`config.mk`:
```
export PLATFORM = sky130hd
export DESIGN_NAME = sram_arbiter
export DESIGN_NICKNAME = d
export VERILOG_FILES = /design/src/rtl/sram_arb_pkg.sv /design/src/rtl/sram_arbiter_rr_arb2.sv /design/src/rtl/sram_arbiter.sv
export SDC_FILE = /design/constraint.sdc
export NUM_CORES = 1
export LEC_CHECK = 0
export CORE_AREA = 2 2 125 127
export DETAILED_ROUTE_END_ITERATION = 8
export DIE_AREA = 0 0 127 129
export PLACE_DENSITY = 0.75
export SYNTH_ARGS = -nofsm -noshare
export SYNTH_HDL_FRONTEND = slang
export SYNTH_HIERARCHICAL = 1
export SYNTH_SLANG_ARGS = --single-unit
```
`constraint.sdc`:
```
create_clock -name clk -period 4.35 [get_ports clk]
set_clock_uncertainty 0.1 [all_clocks]
set_input_delay 1.0875 -clock clk [delete_from_list [all_inputs] [get_ports clk]]
set_output_delay 1.0875 -clock clk [all_outputs]
set_load 0.05 [all_outputs]
```
`src/rtl/sram_arb_pkg.sv`:
```
// Shared types and constants for the two-master SRAM arbiter.
package sram_arb_pkg;

    typedef enum logic [1:0] {
        IDLE,
        ACCESS,
        DONE
    } state_t;

    localparam int          TIMEOUT_DEF = 15;
    localparam logic [31:0] ERR_DATA    = 32'hDEAD_BEEF;

endpackage

```
`src/rtl/sram_arbiter_rr_arb2.sv`:
```
// Two-way round-robin grant decision; purely combinational.
module rr_arb2 (
    input  logic [1:0] valid,
    input  logic       last_gnt,
    output logic       any,
    output logic       winner
);

    assign any = |valid;

    // On contention the master that was not served last goes next.
    assign winner = (&valid) ? ~last_gnt : valid[1];

endmodule

```
`src/rtl/sram_arbiter.sv`:
```
// Serialises two valid/ready masters onto one SRAM port, with a per-access
// timeout that completes the access with an error and a marker data word.
module sram_arbiter
    import sram_arb_pkg::*;
#(
    parameter int ADDRWIDTH = 13,
    parameter int TIMEOUT   = TIMEOUT_DEF
) (
    input  logic                 clk,
    input  logic                 reset,

    input  logic                 m0_valid,
    input  logic [ADDRWIDTH-1:0] m0_addr,
    input  logic [3:0]           m0_wstrb,
    input  logic [31:0]          m0_wdata,
    output logic                 m0_ready,
    output logic [31:0]          m0_rdata,
    output logic                 m0_err,

    input  logic                 m1_valid,
    input  logic [ADDRWIDTH-1:0] m1_addr,
    input  logic [3:0]           m1_wstrb,
    input  logic [31:0]          m1_wdata,
    output logic                 m1_ready,
    output logic [31:0]          m1_rdata,
    output logic                 m1_err,

    output logic                 sram_sel,
    output logic [3:0]           sram_wstrb,
    output logic [ADDRWIDTH-1:0] sram_addr,
    output logic [31:0]          sram_data_i,
    input  logic                 sram_ready,
    input  logic [31:0]          sram_data_o
);

    localparam int TW = (TIMEOUT < 1) ? 1 : $clog2(TIMEOUT + 1);

    state_t        state;
    logic          gnt;
    logic          last_gnt;
    logic [TW-1:0] timer;

    logic          arb_any;
    logic          arb_winner;
    logic          timed_out;
    logic [31:0]   done_data;

    rr_arb2 u_arb (
        .valid    ({m1_valid, m0_valid}),
        .last_gnt (last_gnt),
        .any      (arb_any),
        .winner   (arb_winner)
    );

    // A real sram_ready always wins over a coincident timeout.
    assign timed_out = !sram_ready && (timer == TW'(TIMEOUT));
    assign done_data = sram_ready ? sram_data_o : ERR_DATA;

    // NOTE: all state and outputs are registered and updated with <= so every
    // branch of the case reads the pre-edge values, never a half-updated mix.
    always_ff @(posedge clk or posedge reset) begin
        if (reset) begin
            state       <= IDLE;
            gnt         <= 1'b0;
            last_gnt    <= 1'b1;
            timer       <= '0;
            sram_sel    <= 1'b0;
            sram_wstrb  <= '0;
            sram_addr   <= '0;
            sram_data_i <= '0;
            m0_ready    <= 1'b0;
            m0_rdata    <= '0;
            m0_err      <= 1'b0;
            m1_ready    <= 1'b0;
            m1_rdata    <= '0;
            m1_err      <= 1'b0;
        end else begin
            case (state)
                IDLE: begin
                    if (arb_any) begin
                        gnt         <= arb_winner;
                        sram_sel    <= 1'b1;
                        sram_addr   <= arb_winner ? m1_addr  : m0_addr;
                        sram_wstrb  <= arb_winner ? m1_wstrb : m0_wstrb;
                        sram_data_i <= arb_winner ? m1_wdata : m0_wdata;
                        state       <= ACCESS;
                    end
                end
                ACCESS: begin
                    if (sram_ready || timed_out) begin
                        sram_sel   <= 1'b0;
                        sram_wstrb <= '0;
                        timer      <= '0;
                        state      <= DONE;
                        if (gnt) begin
                            m1_ready <= 1'b1;
                            m1_rdata <= done_data;
                            m1_err   <= timed_out;
                        end else begin
                            m0_ready <= 1'b1;
                            m0_rdata <= done_data;
                            m0_err   <= timed_out;
                        end
                    end else begin
                        timer <= timer + 1'b1;
                    end
                end
                DONE: begin
                    // sel stays low here so the sram's stale ready drains before the next grant.
                    m0_ready <= 1'b0;
                    m0_err   <= 1'b0;
                    m1_ready <= 1'b0;
                    m1_err   <= 1'b0;
                    last_gnt <= gnt;
                    state    <= IDLE;
                end
                default: state <= IDLE;
            endcase
        end
    end

endmodule

```
# Yosys cells after proc, flatten, opt, wreduce, memory -nomap -nowiden

Cells that the tools add are included.

Flip-flop bits (word level): 126
Bits in latches: 0
RAM bits: 0
ROM bits: 0
Input bits: 135
Word-level logic and storage cells: 66
Memories: 0

Add/sub/neg operators: 1
Multipliers: 0
Divide/modulo/power cells: 0
$lt $le $gt $ge: 0
Eq/ne operators: 7
Shift-type cells: 0
Muxes and demuxes: 27
Bitwise gates (word level): 2
Reduce and logical (&&, ||, !) cells: 15

Operator list:

| cell                | count |
|---|---|
| $mux 32             | 2 |
| $mux 4              | 4 |
| $reduce_and 3->1    | 5 |
| $mux 13             | 1 |
| $mux 1              | 11 |
| $pmux 1 s2          | 5 |
| $ne 2x2->1 const B  | 4 |
| $pmux 4 s2          | 1 |
| $reduce_and 2->1    | 3 |
| $add 4x1->4 const B | 1 |
| $eq 4x4->1 const B  | 1 |
| $mux 2              | 2 |
| $pmux 2 s2          | 1 |
| $reduce_bool 2->1   | 2 |
| $eq 2x1->1 const B  | 1 |
| $eq 2x2->1 const B  | 1 |
| $logic_not 2->1     | 1 |
| $not 1->1           | 2 |
| $reduce_or 2->1     | 1 |
| $logic_and 1x1->1   | 1 |
| $logic_not 1->1     | 1 |
| $logic_or 1x1->1    | 1 |

# Logic depth before layout (Yosys ltp)

Gate-level depths: netlist of run 1.

Depth in word-level cells: 5
Depth in mapped cells: 6
Depth with buffers taken out: 4

# Modules after synthesis

The synthesis of run 1 kept the hierarchy.

Modules (own cells, without submodules):

| module       | instances | cells each | area each (um^2) |
|---|---|---|---|
| sram_arbiter | 1         | 443        | 5432.7 |
| rr_arb2      | 1         | 2          | 13.8 |

# Worst setup path after synthesis of run 1

No wires, ideal clock.

Path kind: input-to-reg
Start: input sram_ready
End: register m1_rdata[0]
Library setup time: 0.128 ns
Arrival: 2.023 ns
Required time: 4.122 ns
Path slack: 2.099 ns
Stages on the path: 6
Path buffers: 3
Cell sequence: clkbuf_1 > a31o_2 > and2_1 > buf_6 > buf_12 > a2bb2oi_2

Word-level cells in the longest chain between the ends: 4

RTL lines:

| item                       | line               | text |
|---|---|---|
| start, declared            | sram_arbiter.sv:32 | `input logic sram_ready,` |
| $logic_not 1->1            | sram_arbiter.sv:56 | `assign timed_out = !sram_ready && (timer == TW'(TIMEOUT));` |
| $logic_and 1x1->1          | sram_arbiter.sv:56 |  |
| $logic_or 1x1->1           | sram_arbiter.sv:90 | `if (sram_ready \|\| timed_out) begin` |
| $reduce_and 3->1 (no line) | --                 |  |
| end signal, assigned       | sram_arbiter.sv:97 | `m1_rdata <= done_data;` |
| end, declared              | sram_arbiter.sv:25 | `output logic [31:0] m1_rdata,` |

Several ways; a longest one is shown, not always the timed one.
A chain may end at the register's enable or synchronous reset.

# Final worst setup path of run 1

Start: register m0_err
End: output m0_err

RTL lines:

| item                   | line                | text |
|---|---|---|
| start, declared        | sram_arbiter.sv:18  | `output logic m0_err,` |
| start signal, assigned | sram_arbiter.sv:102 | `m0_err <= timed_out;` |

No word-level cell between the ends.

==> metrics.txt, run 1 <==
status complete, no violations; synth top area cells dfrtp_1 (57%), mux2i_1 (9.0%), a2bb2oi_2 (5.5%); Worst-Margin Slew roughly 1.1 ns; global-route wire length before repair around 24,000 microns; worst path required time 3.16 ns; vias in the first global route between 4,000 and 5,000; fraction of layout cells with a size suffix above 1 under 10%; startpoint type of the worst setup path flip-flop; Starting Density 36.4%; Mapped Area 5450 sq um; H-tree Lvls 4; predominant post-synthesis flop cell dfrtp_1; commonest cells in the netlist dfrtp_1 (125), nand2_1 (60), mux2i_1 (49); Post-CTS Setup Inserts 0; setup TNS 0 ns; worst path buffer plus inverter count 1; DRT antenna net count 0; initial antenna violation count 0; IO Port Bufs 252; via count 4,478; share of the synthesized area in the top cell type 57.4%; Max rail drop VDD 0.397 mV; Synth async-reset ratio 100%; clock root cell clkbuf_16; total wire length 15,200 microns; CTS Hold Bufs 0; total iterations of the first detailed-routing run 4; RSZ-0062 raised after global routing false; Final nets 822; core box area 15,000 sq um; PD cells ~900 nW/um^2; Crit-path slowest cell clkdlybuf4s50_1; max cap viols 0; total power 7.73 mW; Ant. Diodes 0; delay-heaviest family, CP buffers and inverters; worst stage delay on the critical path 0.85 ns; final hold violation count 0; All-Layer GR Usage a little under a fifth; post-cts sizing count 0; RD Place Congestion between 0.7 and 0.8; Netlist cell types 40; crit path max fanout 2; CP Class flip-flop to primary output; clock tree buffer depth 2; crit end category primary output; Final period util 65.4%; Num Clock Sinks 126; Pleak 3.62 nW; # setup viols final 0; routed length per placed instance about 17 microns; Arrival @ worst endpoint 1.66 ns; CTS tree done; register area share after synthesis just under 60%; largest net degree at the start of global routing 127; Tmin final 2.84 ns; most frequent cell after synthesis dfrtp_1; mean post-synth cell area 12.2 sq um; Hold Path Class flip-flop to flip-flop; Clk Latency, worst-skew pair slightly above 0.4 ns; cell count after synthesis between 400 and 500; IO Pins between 200 and 300; synthesized net count 581; pins over their slew limit 0; yosys warns 6; Rows 45; CTS Buf Count 17; vias per cell 5.05; register bit total from synthesis 126; f_max around 350 MHz; leading area contributor after synthesis dfrtp_1; CP Cell Sequence clkdlybuf4s50_1; Die Y 129 microns; area grow syn2layout 58.9%; clk slew on worst S/H paths 0.06 ns; DP HPWL 11,200 microns; worst relative slew slack 29.6%; # DRC 0; EDFF count, synth 0; grt total ovfl 0; Die X between 100 and 150 microns; die area between 15,000 and 20,000 sq um; initial DRC count 150
## final cells by class
cell class,instances,area [sq um]
Fill cell,1200,6320
Sequential cell,126,3150
Timing Repair Buffer,257,2570
Multi-Input combinational cell,282,2090
Clock buffer,19,443
Tap cell,188,235
Clock inverter,13,143
Inverter,2,11.3
## path summary, 6_finish.rpt
kind | startpoint | endpoint | slack, ns | cells after the start
setup / recovery | m0_err | m0_err | 1.51 | 1
hold reg to reg | sram_data_i[5] | sram_data_i[5] | 0.37 | 2
setup reg to reg | state[1] | m1_rdata[14] | 1.96 | 3
max in group asynchronous | reset | m1_rdata[8] | 2.53 | 3
hold / removal | sram_data_i[5] | sram_data_i[5] | 0.37 | 2
min in group asynchronous | reset | m0_rdata[25] | 1.08 | 3
## cells in the final DEF, fill, tap and decap left out, types with 2 or more instances in the layout
cell,count
o22ai_1,4
a32o_1,16
mux2i_1,49
a2bb2oi_1,28
a21oi_1,3
nand2b_1,2
clkinv_4,4
bufinv_16,2
o21ai_0,43
buf_4,4
nand3_1,2
clkbuf_16,17
nor2_1,4
clkinv_2,2
nand2_1,60
a2bb2oi_2,20
clkdlybuf4s50_1,252
nor2b_1,25
o21ai_1,5
clkinvlp_4,6
a22oi_1,2
dfrtp_1,125
## kinds of logic after synthesis
group / count (synthesis) / synth area share, %
DFF: 126 / 57.9
AOI/OAI and AO/OA: 125 / 18.9
and+or+nand+nor: 105 / 9.51
muxes: 50 / 9.21
buffers and inverters: 37 / 4.04
xor gates and xnor gates: 1 / 0.161
adders and majority gates: 1 / 0.230
## flip-flops by register name (all words and copies together) (netlist names)
signal and cells:
gnt 1, last_gnt 1, m0_err 1, m0_rdata 32
m0_ready 1, m1_err 1, m1_rdata 32, m1_ready 1
sram_addr 13, sram_data_i 32, sram_sel 1, sram_wstrb 4
state 2, timer 4
## metal layers
| layer | wire (microns) | global-route usage (%) |
|---|---|---|
| met2 | 7340 | 31.1 |
| met5 | 0 | 0 |
| met3 | 1430 | 6.53 |
| met4 | 285 | 7.18 |
| met1 | 6180 | 22.6 |
## stage by stage
stage                     cell area (sq um)  setup slack, ns  utilization [%]  cells  hold WS (ns)
after global routing                   8650             1.37             57.8    887         0.408
after global placement                 8070             1.24             53.9    855         0.361
after detailed placement               8070             1.14             53.9    855         0.370
final                                  8650             1.51             57.8    887         0.373
after floorplan                        5450             1.61                -    445         0.397
after CTS                              8650             1.48             57.8    887         0.383
## power by group
group / internal [mW] / switching [mW]
Clock: 0.857 / 0.510
Combinational: 1.50 / 2.75
Sequential: 1.74 / 0.375
## worst register-to-register path, cell delays in order, from the launching register on
cell and delay [ns]:
dfrtp_1 0.47, and3b_2 0.90, nand2_1 0.47, a32o_1 0.34
Note: power is estimated with default switching activity, not from simulation.
==> inputs of run 2 (changes only) <==
Settings changed: CORE_AREA 2 2 125 127 to 2 2 117 119, DIE_AREA 0 0 127 129 to 0 0 119 121, PLACE_DENSITY 0.75 to 0.81.
Clock period 4.35 ns to 2.9 ns, I/O delays scaled along.
==> metrics.txt, run 2 (synthesized netlist as in run 1, its figures left out) <==
status complete, no violations; fraction of layout cells with a size suffix above 1 9.96% (+0.52 points); crit end category flip-flop; DRT antenna net count 0 (unchanged); global-route wire length before repair 24,100 microns (+2.0%); startpoint type of the worst setup path input pin; IO Pins 253 (unchanged); area grow syn2layout 60.0%; clk slew on worst S/H paths 0.05 ns (about the same); reg2reg end sram_wstrb[3]; Worst-Margin Slew 0.956 ns (-0.0961 ns); CTS tree done; RD Place Congestion 0.815 (+3.5%); CP Class input pin to flip-flop; most frequent cells in the layout clkdlybuf4s50_1 (252), dfrtp_1 (125), nand2_1 (60), mux2i_1 (49), o21ai_0 (43); CTS Hold Bufs 0 (unchanged); reg2reg start state[1]; core box area 13,100 sq um (-13%); setup TNS 0 ns (unchanged); H-tree Lvls 4 (unchanged); # fillers 960 (-20%); grt total ovfl 0 (unchanged); clock root cell clkbuf_16; worst relative slew slack 36.3% (+6.6 points); largest registers m0_rdata (32), m1_rdata (32), sram_data_i (32); max cap viols 0 (unchanged); All-Layer GR Usage 21.7% (+3.0 points); internal power 6.25 mW (+52%); pins over their slew limit 0 (unchanged); largest net degree at the start of global routing 101 (-20%); Starting Density 41.6% (+5.3 points); R2R Setup Slk 0.98 ns (-0.98 ns); die area 14,400 sq um (-12%); total wire length 15,200 microns (about the same); # DRC 0 (unchanged); Max rail drop VDD 0.709 mV (+79%); Pleak 3.67 nW (+1.4%); IO Port Bufs 252 (unchanged); Hold Path Sink m1_ready; routed length per placed instance 17.3 microns (+0.84%); setup ws final 0.439 ns (-1.07 ns); # setup viols final 0 (unchanged); via count 4,453 (-0.56%); register share of total power 27.2% (-0.2 points); NetSw 5.49 mW (+51%); Comb pwr share 54.4% (-0.6 points); final instance area 8720 sq um (+0.74%); RSZ-0062 raised after global routing false; FF-to-FF path depth 3 (unchanged); crit path max fanout 100 (+98); pre-CTS WS 0.0680 ns (-1.07 ns); vias in the first global route 4,635 (+0.91%); worst path required time 3.11 ns (-0.05 ns); post-cts sizing count 0 (unchanged); Die X 119 microns (-6.3%); Ant. Diodes 0 (unchanged); Post-CTS Setup Inserts 0 (unchanged); Final nets 826 (+0.49%); Arrival @ worst endpoint 2.67 ns (+1.01 ns); Die Y 121 microns (-6.2%); f_max 406 MHz; vias per cell 5.07 (+0.35%); PD cells 1350 nW/um^2 (+51%); CTS Buf Count 17 (unchanged); initial antenna violation count 0 (unchanged); Num Clock Sinks 126 (unchanged); Clk Latency, worst-skew pair 0.40 ns (about the same); most common cell after layout, fill and taps aside clkdlybuf4s50_1; Rows 42 (-6.7%); DP HPWL 11,200 microns (+0.61%); Clock power frac 18.4% (+0.7 points); final hold violation count 0 (unchanged); switch share 46.8% (-0.19 points); Layout Utilization 66.6% (+8.8 points); Tmin final 2.46 ns; placed instance area 8110 sq um (+0.50%); clock tree buffer depth 2 (unchanged); hold_sp m1_ready; total iterations of the first detailed-routing run 6 (+2); initial DRC count 246 (+64%); Hold Path Class flip-flop to flip-flop; Final period util between 80% and 90%; worst hold stages 2 (unchanged)
-- run 2: changes by cell type in the layout (fill, tap and decap cells not counted), sizes merged --
cell	previous run	this run
buf	5	9
bufinv	2	3
clkbuf	19	18
clkinv	6	3
clkinvlp	6	3
inv	1	7
-- run 2: stage by stage --
stage	power, mW	hold WS [ns]	instances
floorplan	7.38	0.397	445
global placement	9.51	0.359	847
detailed placement	9.64	0.370	847
CTS	11.8	0.381	879
global route	12.3	0.394	879
finish	11.7	0.374	879
-- run 2: worst max-delay path by stage --
| stage | from | to | slack, ns | depth (start not counted) |
|---|---|---|---|---|
| 2_1_floorplan | reset | gnt | 0.52 | 1 |
| 3_3_place_gp | m0_valid | sram_data_i[4] | 0.15 | 4 |
| 4_1_cts | m0_err | m0_err | 0.41 | 1 |
| 3_5_place_dp | m0_valid | sram_addr[3] | 0.07 | 4 |
| 6_report | m0_valid | sram_wstrb[3] | 0.44 | 5 |
| 5_1_grt | m0_valid | state[0] | 0.32 | 4 |
-- run 2: critical path, stage by stage --
cell and delay (ns):
clkdlybuf4s50_1 0.46, or2_1 0.25, or3b_4 0.85, nand2_1 0.16
o22ai_1 0.18
-- run 2: layout make-up --
| type | count | area [sq um] | area share (%) |
|---|---|---|---|
| clock buffers | 18 | 429 | 4.92 |
| flip-flops and latches | 126 | 3150 | 36.2 |
| inverters | 2 | 11.3 | 0.129 |
| well taps | 176 | 220 | 2.53 |
| multi-input cells | 282 | 2090 | 24.0 |
| repair buffers | 261 | 2630 | 30.1 |
| clock inverters | 14 | 180 | 2.07 |
-- run 2: layer usage --
layer / wire length [microns] / track usage (%) / up-vias / part of all wire, %
li1: - / - / 2096 / -
met1: 6220 / 26.8 / 2122 / 41
met2: 7690 / 36.9 / 222 / 50
met3: 1100 / 6.30 / 13 / 7.2
met4: 213 / 6.62 / 0 / 1.4
met5: 0 / 0 / - / 0
-- run 2: power by group through the flow --
| stage | logic, mW | registers (mW) | clock network, mW |
|---|---|---|---|
| after floorplan | 1.55 | 5.83 | 0 |
| after global placement | 6.34 | 3.16 | 0 |
| after detailed placement | 6.43 | 3.21 | 0 |
| after CTS | 6.44 | 3.20 | 2.21 |
| after global routing | 6.67 | 3.29 | 2.30 |
| final | 6.39 | 3.19 | 2.16 |
==> inputs of run 3 (changes only) <==
Settings changed: CORE_AREA 2 2 117 119 to 2 2 125 127, DIE_AREA 0 0 119 121 to 0 0 127 129, PLACE_DENSITY 0.81 to 0.75.
Clock period 2.9 ns to 2.06 ns, I/O delays scaled along.
==> metrics.txt, run 3 (synthesized netlist as in run 1, its figures left out) <==
vias in the first global route 4,558 (-1.7%); DP HPWL 11,700 microns (+4.6%); final instance area 8510 sq um (-2.4%); Post-Place Cells 867 (+2.4%); via count 4,471 (+0.40%); die area 16,400 sq um (+14%); post-cts sizing count 0 (unchanged); RSZ-0062 raised after global routing false; placed instance area 7950 sq um (-1.9%); clock tree buffer depth 2 (unchanged); vias per cell 4.99 (-1.5%); met3 WL 1300 microns (+18%); total wire length 15,400 microns (+0.86%); clock root cell clkbuf_16; startpoint type of the worst setup path input pin; CTS Hold Bufs 0 (unchanged); initial DRC count 165 (-33%); core box area 15,000 sq um (+14%); Max rail drop VDD 0.751 mV (+5.9%); Die Y 129 microns (+6.6%); Starting Density 36.4% (-5.3 points); crit path max fanout 26 (-74%); pre-CTS WS -0.122 ns (-0.190 ns); PD cells 1890 nW/um^2 (+40%); DRT antenna net count 0 (unchanged); most common cell after layout, fill and taps aside clkdlybuf4s50_1; clk slew on worst S/H paths 0.05 ns (about the same); setup ws final 0.312 ns (-0.126 ns); FF-to-FF path depth 5 (+2); CP Class input pin to flip-flop; setup TNS 0 ns (unchanged); DR WL met2 7570 microns (-1.5%); Die X 127 microns (+6.7%); pins over their slew limit 0 (unchanged); fraction of layout cells with a size suffix above 1 27.3% (+17 points); Arrival @ worst endpoint 1.93 ns (-0.74 ns); Critical Path Sink sram_data_i[12]; area grow syn2layout 56.2%; All-Layer GR Usage 18.8% (-2.9 points); # setup viols final 0 (unchanged); Final period util between 80% and 90%; uppermost routed layer met4; Clk Latency, worst-skew pair 0.40 ns (about the same); f_max 572 MHz; grt total ovfl 0 (unchanged); Worst-Margin Slew 0.504 ns (-0.452 ns); Num Clock Sinks 126 (unchanged); global-route wire length before repair 23,900 microns (-0.89%); Tmin final 1.75 ns; worst path required time 2.24 ns (-0.87 ns); reg2reg start timer[0]; crit end category flip-flop; R2R Setup Slk 0.33 ns (-0.65 ns); initial antenna violation count 0 (unchanged); H-tree Lvls 4 (unchanged); Pleak 3.82 nW (+4.3%); reg2reg end m1_rdata[27]; final cell count without fillers 896 (+1.9%); Ant. Diodes 0 (unchanged); largest registers m0_rdata (32), m1_rdata (32), sram_data_i (32); Met1 Routed Length 6350 microns (+2.1%); CTS tree done; # DRC 0 (unchanged); most frequent cells in the layout clkdlybuf4s50_1 (134), buf_4 (127), dfrtp_1 (125), nand2_1 (60), mux2i_1 (49); status complete, no violations; Rows 45 (+7.1%); crit path from m0_valid; CTS Buf Count 17 (unchanged); max cap viols 0 (unchanged); Fin Hold WS 0.377 ns (+0.00263 ns); hold_sp sram_data_i[18]; worst relative slew slack 66.3% (+30 points); final hold violation count 0 (unchanged); IO Port Bufs 252 (unchanged); total iterations of the first detailed-routing run 4 (-2); Hold Path Class flip-flop to flip-flop; IO Pins 253 (unchanged); RD Place Congestion 0.764 (-6.2%); routed length per placed instance 17.1 microns (-1.1%); Final nets 834 (+0.97%); largest net degree at the start of global routing 69 (-32%); Post-CTS Setup Inserts 0 (unchanged)
run 3: cell count changes in the layout (fill, tap and decap cells not counted), sizes merged:
cell and change:
inv -6, bufinv -2, clkbuf +5, buf +126, clkdlybuf4s50 -118
run 3: where the power goes:
part | leakage (nW) | internal (mW) | switching, mW | total [mW]
clock | 0.273 | 1.79 | 0.973 | 2.76
sequential | 1.50 | 3.68 | 0.825 | 4.50
combinational | 2.06 | 2.94 | 5.84 | 8.78
total | 3.82 | 8.40 | 7.64 | 16.0
run 3: per-layer routing:
| layer | track usage (%) | up-vias |
|---|---|---|
| li1 | - | 2107 |
| met3 | 6.78 | 12 |
| met2 | 31.1 | 210 |
| met5 | 0 | - |
| met4 | 5.11 | 0 |
| met1 | 23.5 | 2142 |
run 3: worst min path at each step:
stage	cells past startpoint	to	slack, ns
final	2	sram_data_i[18]	0.38
after global routing	2	sram_data_i[17]	0.40
after CTS	2	m1_ready	0.38
after detailed placement	2	m1_ready	0.37
after floorplan	2	timer[1]	0.40
after global placement	2	sram_addr[7]	0.36
run 3: area by class of cell:
class / count / area [sq um]
Fill cell: 1234 / 6470
Sequential cell: 126 / 3150
Timing Repair Buffer: 269 / 2450
Multi-Input combinational cell: 282 / 2090
Clock buffer: 23 / 498
Tap cell: 188 / 235
Clock inverter: 6 / 60.1
Inverter: 2 / 11.3
run 3: critical path, cell delays in order:
cell,delay [ns]
clkdlybuf4s50_1,0.42
buf_4,0.15
a21boi_4,0.19
buf_12,0.24
mux2i_1,0.32
o21ai_1,0.09
run 3: per-stage QoR:
step | total power [mW] | util [%]
after floorplan | 10.4 | -
after global placement | 13.2 | 53.1
after detailed placement | 13.4 | 53.1
after CTS | 16.2 | 56.8
after global routing | 16.8 | 56.8
final | 16.0 | 56.8
==> patch, RTL diff (settings of run 3) <==
`TIMEOUT_DEF`: 15 -> 14.
--- a/src/rtl/sram_arb_pkg.sv
+++ b/src/rtl/sram_arb_pkg.sv
@@ -7,7 +7,7 @@
         DONE
     } state_t;
 
-    localparam int          TIMEOUT_DEF = 15;
+    localparam int          TIMEOUT_DEF = 14;
     localparam logic [31:0] ERR_DATA    = 32'hDEAD_BEEF;
 
 endpackage
Behaviour: no difference found for any inputs over 4 cycles, from zero or initial values and one cycle with reset high; that may be too few to reach the edited logic, so the function may still have changed.
==> patch against run 3 <==
  * Final cell count increased by 1.2%
  * Clock power increased by 7%
  * Wire length decreased by 3.6%
  * Power decreased by 0.34%
  * Critical endpoint is now sram_data_i[13]
  * Sequential cell count unchanged
  * Critical path depth unchanged
  * Synthesized cell count increased by 0.45%
  * Area after synthesis decreased by 1.4%
  * Global-route usage decreased by 0.90 points
  * Setup slack got worse by 0.15 ns
  * Combinational power decreased by 2%
  * Design area increased by 0.34%
==> patch: results (changes against run 3) <==
- Outcome: complete, no violations (unchanged)
- Inverters, non-clock: 3 (was 2)
- Worst hold margin: 0.380 ns (was 0.377 ns)
- Plain + repair buffers: 275 (was 269)
- Area of placed instances: 0.00794 mm2 (was 0.00795 mm2)
- Top delay family on crit path: simple AND/OR/NAND/NOR gates (was buffers and inverters)
- Synth cell count leaders: dfrtp_1, nand2_1, mux2i_1, o21ai_0, a2bb2oi_1 (unchanged)
- WL met3: 957 um (was 1.30 mm)
- Sequential fraction of total cell area: 0.370 (was 0.371)
- Peak fanout along the critical path: 96 (was 26)
- 1st-pass router iterations: 6 (was 4)
- Critical Path Sink: sram_data_i[13] (was sram_data_i[12])
- Grt met1 use: 0.221 (was 0.235)
- Via Count: 4549 (was 4471)
- Number of global-route vias before repair: 4643 (was 4558)
- Synthesized net count: 584 (was 581)
- Post-place setup slack: -0.248 ns (was -0.122 ns)
- Slowest cell on the critical path: or3b_2 (was clkdlybuf4s50_1)
- Overall Global Routing Usage: 0.179 (was 0.188)
- Layout clock buffer count: 19 (was 23)
- Worst R2R End: m1_rdata[9] (was m1_rdata[27])
- CTS root buf: clkbuf_16 (unchanged)
- Hold endpoint: sram_addr[9] (was sram_data_i[18])
- Non-clk buf share: 0.293 (was 0.289)
- WP data arrival: 2.07 ns (was 1.93 ns)
- GP Congestion: 0.787 (was 0.764)
- Slew @ Worst Pin: 0.409 ns (was 0.504 ns)
- Multi-input gates: 283 (was 282)
- Fraction of area in multi-input gates: 0.239 (was 0.246)
- Worst min-delay path startpoint: sram_addr[9] (was sram_data_i[18])
- Fill cells: 1246 (was 1234)
- Worst VDD drop: 0.754 mV (was 0.751 mV)
- Worst Setup SP: m1_valid (was m0_valid)
- Met3 Track Usage GR: 0.0457 (was 0.0678)
- GR met2 Demand/Resource: 0.305 (was 0.311)
- Pin count of the biggest net entering global routing: 97 (was 69)
- Reg2Reg Setup Slack: 0.28 ns (was 0.33 ns)
- Antenna Nets Post-Route: 0 (unchanged)
- WHS Path Cells: 2 (unchanged)
- P&R area growth vs syn: 59.0% (was 56.2%)
- Routed length on met2: 7.32 mm (was 7.57 mm)
- Area contributors post-synth: dfrtp_1, mux2i_1, a2bb2oi_1 (was dfrtp_1, mux2i_1, a2bb2oi_2)
- CP max stage delay: 0.49 ns (was 0.42 ns)
- Final Cycle Share: 0.923 (was 0.848)
- First-pass GRT wire length: 23.2 mm (was 23.9 mm)
- Fraction of layout cells with a size suffix above 1: 0.266 (was 0.273)
- First DRT Iteration DRCs: 261 (was 165)
- HPWL Detailed: 10.9 mm (was 11.7 mm)
- Leakage dissipation: 3.85 nW (was 3.82 nW)
- Final-layout clock-cell area share: 0.0693 (was 0.0656)
- Worst r2r path cells: 6 (was 5)
patch: cell count changes after synthesis, moves of 2 or more:
cell       delta
a2bb2oi_1    +10
a2bb2oi_2    -10
o21ai_0       +5
o21ai_1       -5
clkbuf_1      +4
buf_2         -3
a211oi_1      +2
buf_12        -2
o31ai_1       +2
patch: through the flow:
stage	total power, mW	TNS (ns)	instances
final	16.0	0	907
after global routing	16.7	0	907
after CTS	16.1	0	907
after detailed placement	13.1	-10.82	875
after global placement	12.9	-8.79	875
after floorplan	10.2	-13.43	447
patch: kinds of logic (layout without fill, tap and decap cells):
| group | Yosys count | after routing | synth area share |
|---|---|---|---|
| compound gates | 129 | 129 | 0.187 |
| simple gates | 102 | 102 | 0.0916 |
| fa+ha+maj | 2 | 2 | 0.00466 |
| buf+inv | 38 | 310 | 0.0357 |
| mux | 50 | 50 | 0.0935 |
| flops | 126 | 126 | 0.588 |
patch: where the power goes:
group,internal (mW),switching (mW)
sequential,3.66,0.812
clock,1.85,1.09
combinational,2.84,5.74
total,8.35,7.65
